<file path="src/rtl/counter_share_scheduler.sv">
// -----------------------------------------------------------------------------
// counter_share_scheduler
//
// Round-robin owner of one shared CW-bit up-counter. A requester raises its
// req bit with a terminal value on its len slice. The scheduler grants the
// counter, clears it for one cycle, then enables counting until the counter
// reaches the latched terminal value. It then pulses done to the owner and
// releases the counter. Dropping req while owning the counter abandons the
// run: counting stops at once and the counter keeps whatever value it holds.
//
// Ports:
//   clk        system clock, all state changes on posedge
//   clear      synchronous active-high reset
//   req        per-requester request level (NREQ bits)
//   len        per-requester terminal count, slice i = len[i*CW +: CW]
//   count      current value of the shared counter (registered in the counter)
//   cnt_clear  synchronous clear to the counter
//   cnt_en     count enable to the counter (+1 per clk when high)
//   grant      one-hot current owner, zero when idle
//   done       one-cycle pulse on the owner's bit at completion
//   busy       high whenever the scheduler is not idle
// -----------------------------------------------------------------------------
module counter_share_scheduler #(
   parameter int NREQ = 4,
   parameter int CW   = 4
) (
   input  logic               clk,
   input  logic               clear,
   input  logic [NREQ-1:0]    req,
   input  logic [NREQ*CW-1:0] len,
   input  logic [CW-1:0]      count,
   output logic               cnt_clear,
   output logic               cnt_en,
   output logic [NREQ-1:0]    grant,
   output logic [NREQ-1:0]    done,
   output logic               busy
);

   localparam int PW = (NREQ > 1) ? $clog2(NREQ) : 1;

   // One-hot state encoding.
   localparam logic [3:0] S_IDLE = 4'b0001;
   localparam logic [3:0] S_CLR  = 4'b0010;
   localparam logic [3:0] S_RUN  = 4'b0100;
   localparam logic [3:0] S_DONE = 4'b1000;

   logic [3:0]      r_state;
   logic [NREQ-1:0] r_grant;
   logic [PW-1:0]   r_idx;    // index of the current owner
   logic [PW-1:0]   r_ptr;    // round-robin search start
   logic [CW-1:0]   r_tgt;    // terminal value latched at grant

   logic            w_win_valid;
   logic [PW-1:0]   w_win_idx;
   logic            w_owner_req;
   logic            w_abort;
   logic            w_reached;
   logic [PW-1:0]   w_next_ptr;

   // Round-robin pick: walk from the far end back toward r_ptr so that the
   // last hit written is the first requester at or after r_ptr.
   // NOTE: every combinational output gets a default first, so no path
   // leaves it unassigned and no latch is inferred.
   always_comb begin
      w_win_valid = 1'b0;
      w_win_idx   = '0;
      for (int k = NREQ - 1; k >= 0; k--) begin
         if (req[(int'(r_ptr) + k) % NREQ]) begin
            w_win_valid = 1'b1;
            w_win_idx   = PW'((int'(r_ptr) + k) % NREQ);
         end
      end
   end

   assign w_owner_req = |(req & r_grant);
   assign w_abort     = ((r_state == S_CLR) || (r_state == S_RUN)) && !w_owner_req;
   assign w_reached   = (count >= r_tgt);
   assign w_next_ptr  = (r_idx == PW'(NREQ - 1)) ? '0 : r_idx + 1'b1;

   // An abandoned run must leave the counter untouched, so the clear is
   // suppressed as well as the enable once the owner drops its request.
   assign cnt_clear = (r_state == S_CLR) && w_owner_req;
   assign cnt_en    = (r_state == S_RUN) && w_owner_req && !w_reached;
   assign grant     = r_grant;
   assign done      = (r_state == S_DONE) ? r_grant : '0;
   assign busy      = (r_state != S_IDLE);

   // NOTE: state registers use non-blocking assignments so every register
   // samples the pre-edge values of the others.
   always_ff @(posedge clk) begin
      if (clear) begin
         r_state <= S_IDLE;
         r_grant <= '0;
         r_idx   <= '0;
         r_ptr   <= '0;
         r_tgt   <= '0;
      end else begin
         case (r_state)
            S_IDLE: begin
               if (w_win_valid) begin
                  r_grant <= {{(NREQ-1){1'b0}}, 1'b1} << w_win_idx;
                  r_idx   <= w_win_idx;
                  r_tgt   <= len[int'(w_win_idx)*CW +: CW];
                  r_state <= S_CLR;
               end
            end
            S_CLR: begin
               if (w_abort) begin
                  r_grant <= '0;
                  r_ptr   <= w_next_ptr;
                  r_state <= S_IDLE;
               end else begin
                  r_state <= S_RUN;
               end
            end
            S_RUN: begin
               if (w_abort) begin
                  r_grant <= '0;
                  r_ptr   <= w_next_ptr;
                  r_state <= S_IDLE;
               end else if (w_reached) begin
                  r_state <= S_DONE;
               end
            end
            S_DONE: begin
               r_grant <= '0;
               r_ptr   <= w_next_ptr;
               r_state <= S_IDLE;
            end
            default: begin
               r_grant <= '0;
               r_state <= S_IDLE;
            end
         endcase
      end
   end

endmodule
</file>
<file path="config.mk">
export PLATFORM = sky130hd
export DESIGN_NAME = counter_share_scheduler
export DESIGN_NICKNAME = d
export VERILOG_FILES = /design/src/rtl/counter_share_scheduler.sv
export SDC_FILE = /design/constraint.sdc
export NUM_CORES = 1
export LEC_CHECK = 0
export BUFFER_PORTS_ARGS = -buffer_cell sky130_fd_sc_hd__buf_2
export CAP_MARGIN = 20
export CORE_MARGIN = 3
export CORE_UTILIZATION = 51
export DETAILED_ROUTE_END_ITERATION = 8
export PLACE_DENSITY_LB_ADDON = 0.2
export SYNTH_ARGS = -nofsm -noshare
export SYNTH_HDL_FRONTEND = slang
export SYNTH_SLANG_ARGS = --single-unit
</file>
<file path="constraint.sdc">
create_clock -name clk -period 2.53 [get_ports clk]
set_input_delay 0.253 -clock clk [delete_from_list [all_inputs] [get_ports clk]]
set_output_delay 0.253 -clock clk [all_outputs]
set_load 0.02 [all_outputs]
</file>
## Word level (Yosys, flattened, before mapping)

Cells that the tools add are included.

- Add/subtract/negate cells: 4
- Multiply operators: 0
- Div/mod/pow operators: 0
- $lt $le $gt $ge: 5
- Equality and inequality tests: 9
- Shift-type cells: 2
- Multiplexer cells: 31
- Bitwise operators: 4
- Reduce and logical (&&, ||, !) cells: 17

Operator list:

| operator | number |
|---|---|
| $mux W4 | 6 |
| $shiftx A16 B5 Y4 | 1 |
| $lt A3 B4 Y1 const B | 3 |
| $mux W2 | 6 |
| $pmux W4 S3 | 1 |
| $mux W1 | 11 |
| $bmux W1 S2 | 4 |
| $pmux W4 S2 | 1 |
| $reduce_and A2 Y1 | 4 |
| $reduce_or A2 Y1 | 4 |
| $add A2 B1 Y2 const B | 2 |
| $add A2 B2 Y2 const B | 2 |
| $and A4 B4 Y4 | 1 |
| $eq A4 B1 Y1 const B | 1 |
| $eq A4 B2 Y1 const B | 1 |
| $eq A4 B3 Y1 const B | 1 |
| $eq A4 B4 Y1 const B | 1 |
| $ge A4 B4 Y1 | 1 |
| $logic_and A1 B1 Y1 | 4 |
| $ne A4 B1 Y1 const B | 1 |
| $pmux W2 S2 | 1 |
| $reduce_or A4 Y1 | 1 |
| $shl A1 B2 Y4 const A | 1 |
| $and A1 B1 Y1 const A | 3 |
| other kinds (9) | 10 |

- Register bits after elaboration: 16
- Latch bits: 0
- Bits in writable memories: 0
- Bits in read-only memories: 0
- Bits of input ports: 26
- Output and inout bits: 11
- Word-level logic and storage cells: 77
- Memories: 0

## Logic depth before layout (Yosys ltp)

- Depth in word-level cells: 13
- Depth in mapped cells: 7
- Depth with buffers taken out: 7

## Worst setup path before layout

No wires, ideal clock.

- Path kind: flip-flop to output port
- Start point: register r_tgt[0]
- End point: output port cnt_en
- Arrival: 1.596 ns
- Required time: 2.277 ns
- Path slack: 0.681 ns
- Cell stages (with the launch flop): 7
- Path buffers: 0
- Cells stage by stage: dfxtp_1 ha_1 nand2b_1 a21o_1 a21o_1 a211o_1 nor2_1

- Longest elaborated chain between the ends: 3

Ends and longest elaborated chain:

| what | RTL line | text |
|---|---|---|
| start: declaration | 51 | `logic [CW-1:0] r_tgt;` |
| start signal: assignment | 103 | `r_tgt <= len[int'(w_win_idx)*CW +: CW];` |
| $ge A4 B4 Y1 | 77 | `assign w_reached = (count >= r_tgt);` |
| $logic_not A1 Y1 | 83 | `assign cnt_en = (r_state == S_RUN) && w_owner_req && !w_reached;` |
| $logic_and A1 B1 Y1 | 83 |  |
| end: declaration | 33 | `output logic cnt_en,` |

Every way passes these cells.

## Worst setup path in the final report

Same ends and word-level chain as after synthesis.

==> run_results.csv <==
group,metric,value,unit
global_route,antenna_found_initial,0,
yosys,synthDistinctLibCells,35,
finish,diodes,0,
setup_path,worstSetupEndpointType,"output port",
timing,max_slew.worst_pin.slew,0.6587,ns
route,drt_iter0_drc,13,
yosys,yosys.area.top_type,"dfxtp_1",
clock_tree,ctsLongestPathBuffers,2,
timing,finalCriticalPeriod,2.173,ns
hold_path,min_path_type,"in2reg",
yosys,syn-cell-area,985.9,um^2
timing,rsz0062_at_grt,"no",
clock_tree,ctsRootBufferMaster,"clkbuf_4",
finish,drive_above_1_share,0.2810,
yosys,yosysMostFrequentCell,"dfxtp_1",
clock_tree,cts_sinks,16,
setup_path,worstPathArrival,1.92,ns
yosys,synth_top_family_by_area,"simple AND/OR/NAND/NOR gates",
die,dieWidth,49.97,um
yosys,synth_top_area_share,0.3249,
yosys,synth-compound-area-share,0.1688,
yosys,yosysWarningCount,0,
global_route,grtUsageTotal,0.1868,
global_route,grt_pass1_wl,3581,um
placement,pre_cts_slack,0.5872,ns
die,ios,37,
placement,numPortBuffers,36,
clock_tree,clk_latency,0.28,ns
timing,slew_headroom,0.5575,
setup_path,worst_path_max_delay_cell,"dfxtp_1",
clock_tree,cts_hold_buf,0,
timing,hold_viol,0,
placement,dp.final_hpwl,1743,um
yosys,synth_top_cells_by_area,"dfxtp_1 (32%), mux2i_1 (10%), ha_1 (6.3%), nand2b_1 (4.4%), nor2_1 (4.2%)",
yosys,synth_mux_area_frac,0.1015,
power_and_ir_drop,powerDensity,543.8,mW/mm^2
global_route,overflow,0,
die,core_area,0.001783,mm^2
yosys,synthAdderAreaFrac,0.06345,
yosys,synth_commonest_cells,"dfxtp_1 (16), nor2_1 (11), mux2i_1 (10)",
global_route,grt_pass1_vias,876,
yosys,synth_nets,147,
die,rows,15,
route,drc_errors,0,
die,die_h,49.97,um
timing,fin_crit_sh,0.8591,
global_route,grt_max_degree,17,
yosys,synth-seq-cells,16,
route,wire_per_inst,12.35,um
clock_tree,cts_buffers,3,
setup_path,crit_path_max_incr_delay,0.32,ns
clock_tree,post_cts_buffers,0,
clock_tree,clk_pin_slew_worst_paths,0.10,ns
flow_run,drv_cap,0,
yosys,async_flop_share,0,
yosys,synth_xor_xnor_area_share,0.008883,
yosys,avgSynthCellArea,8.500,um^2
yosys,syn_inst,116,
power_and_ir_drop,cellLeakagePower,0.5889,nW
yosys,synth_edf_count,0,
setup_path,critPathMaxFanout,2,
power_and_ir_drop,irDropWorstVdd,352.4,uV
clock_tree,cts_resized,0,
clock_tree,cts_max_level,1,
timing,setup_violations,0,
finish,num-fill-cells,156,
route,viasPerCell,5.500,
timing,finalMaxSlewViolations,0,
die,die_area,0.002497,mm^2
setup_path,path_class,"reg2out",
clock_tree,cts_tree,"done",
die,initial_utilization,0.5530,
setup_path,r2r-start,"r_state[1]",
yosys,ys_seq_area_frac,0.3249,
timing,clock.fmax,0.4601,GHz
hold_path,hp-start,"len[14]",
route,wl,2198,um
finish,num-nets-final,185,
setup_path,cp-start-kind,"register",
timing,layout_setup_ws,0.3565,ns
yosys,synth_top_flop_cell,"dfxtp_1",
placement,gp_congestion,0.7453,
route,num_vias,979,
timing,tns,0,ns
route,ant_nets,0,
setup_path,path_cells,"ha_1 -> nand2b_1 -> a21o_1 -> a21o_1 -> a211o_1 -> nor2_1 -> buf_2",
setup_path,startpoint,"r_tgt[0]",
run_status,status,"finished, final reports clean",
timing,fin_worst_skew,0.002942,ns
route,dr.pass1.iters,4,
setup_path,cp.required,2.28,ns
finish,area_growth,23.86,%
setup_path,cp_common_cell,"a21o_1",
yosys,synthSimpleGateAreaFrac,0.2931,
through the flow:
stage | cell area [um^2] | power (mW) | hold WS (ns) | cells | util
finish | 1221 | 0.6641 | 0.2801 | 178 | 0.6849
global route | 1221 | 0.7068 | 0.2763 | 178 | 0.6849
CTS | 1221 | 0.6699 | 0.2790 | 178 | 0.6849
detailed placement | 1185 | 0.5000 | 0.4684 | 174 | 0.6646
global placement | 1185 | 0.4927 | 0.4537 | 174 | 0.6646
floorplan | 985.9 | 0.4402 | 0.3309 | 116 | -
worst paths after layout:
kind	cells after the start	endpoint	slack, ns
max reg2reg	4	grant[3]	0.75
min reg2reg	2	r_idx[1]	0.48
min	3	r_tgt[2]	0.28
max	7	cnt_en	0.36
state kept, by name (all words and copies together), names as in the netlist:
name	count
r_ptr	2
grant	4
r_idx	2
r_tgt	4
r_state	4
cell type report:
cell class | count | area (um^2) | area share
Multi-Input combinational cell | 90 | 626.9 | 0.5133
Sequential cell | 16 | 320.3 | 0.2623
Timing Repair Buffer | 36 | 180.2 | 0.1475
Clock buffer | 4 | 36.28 | 0.02971
Tap cell | 25 | 31.28 | 0.02561
Inverter | 7 | 26.28 | 0.02152
layout by cell type (no fill, tap or decap), types with 5 or more instances in the layout:
master / count
mux2i_1: 10
a21oi_1: 8
inv_1: 7
ha_1: 5
nand2b_1: 7
buf_2: 36
dfxtp_1: 16
nand2_1: 9
nor2_1: 11
and2_1: 5
power breakdown:
part	switching (mW)	internal, mW	leakage (nW)	total, mW
logic	0.111	0.0912	0.437	0.202
clock network	0.0808	0.0875	0.0210	0.168
registers	0.0164	0.277	0.131	0.294
total	0.208	0.456	0.589	0.664
routing by layer:
layer / part of all wire / GRT usage / wire [um]
met5: 0 / 0 / 0
met4: 0.012 / 0.09217 / 27
met3: 0.069 / 0.03021 / 152
met2: 0.49 / 0.3392 / 1080
met1: 0.43 / 0.2070 / 937
critical path: cells and delay by family (launching register included):
family | cells | cell delay, ns
AO/OA/AOI/OAI | 3 | 0.67
flip-flops | 1 | 0.32
adder cells (fa/ha/maj) | 1 | 0.27
AND/OR/NAND/NOR | 2 | 0.22
buffers and inverters | 1 | 0.16
kinds of logic (layout without fill, tap and decap cells):
kind of cell | count (synthesis) | in the layout
and+or+nand+nor | 50 | 50
muxes | 10 | 10
xor gates and xnor gates | 1 | 1
buffers and inverters | 10 | 47
adders and majority gates | 5 | 5
DFF | 16 | 16
AOI/OAI and AO/OA | 24 | 24
(Power assumes the default switching activity.)
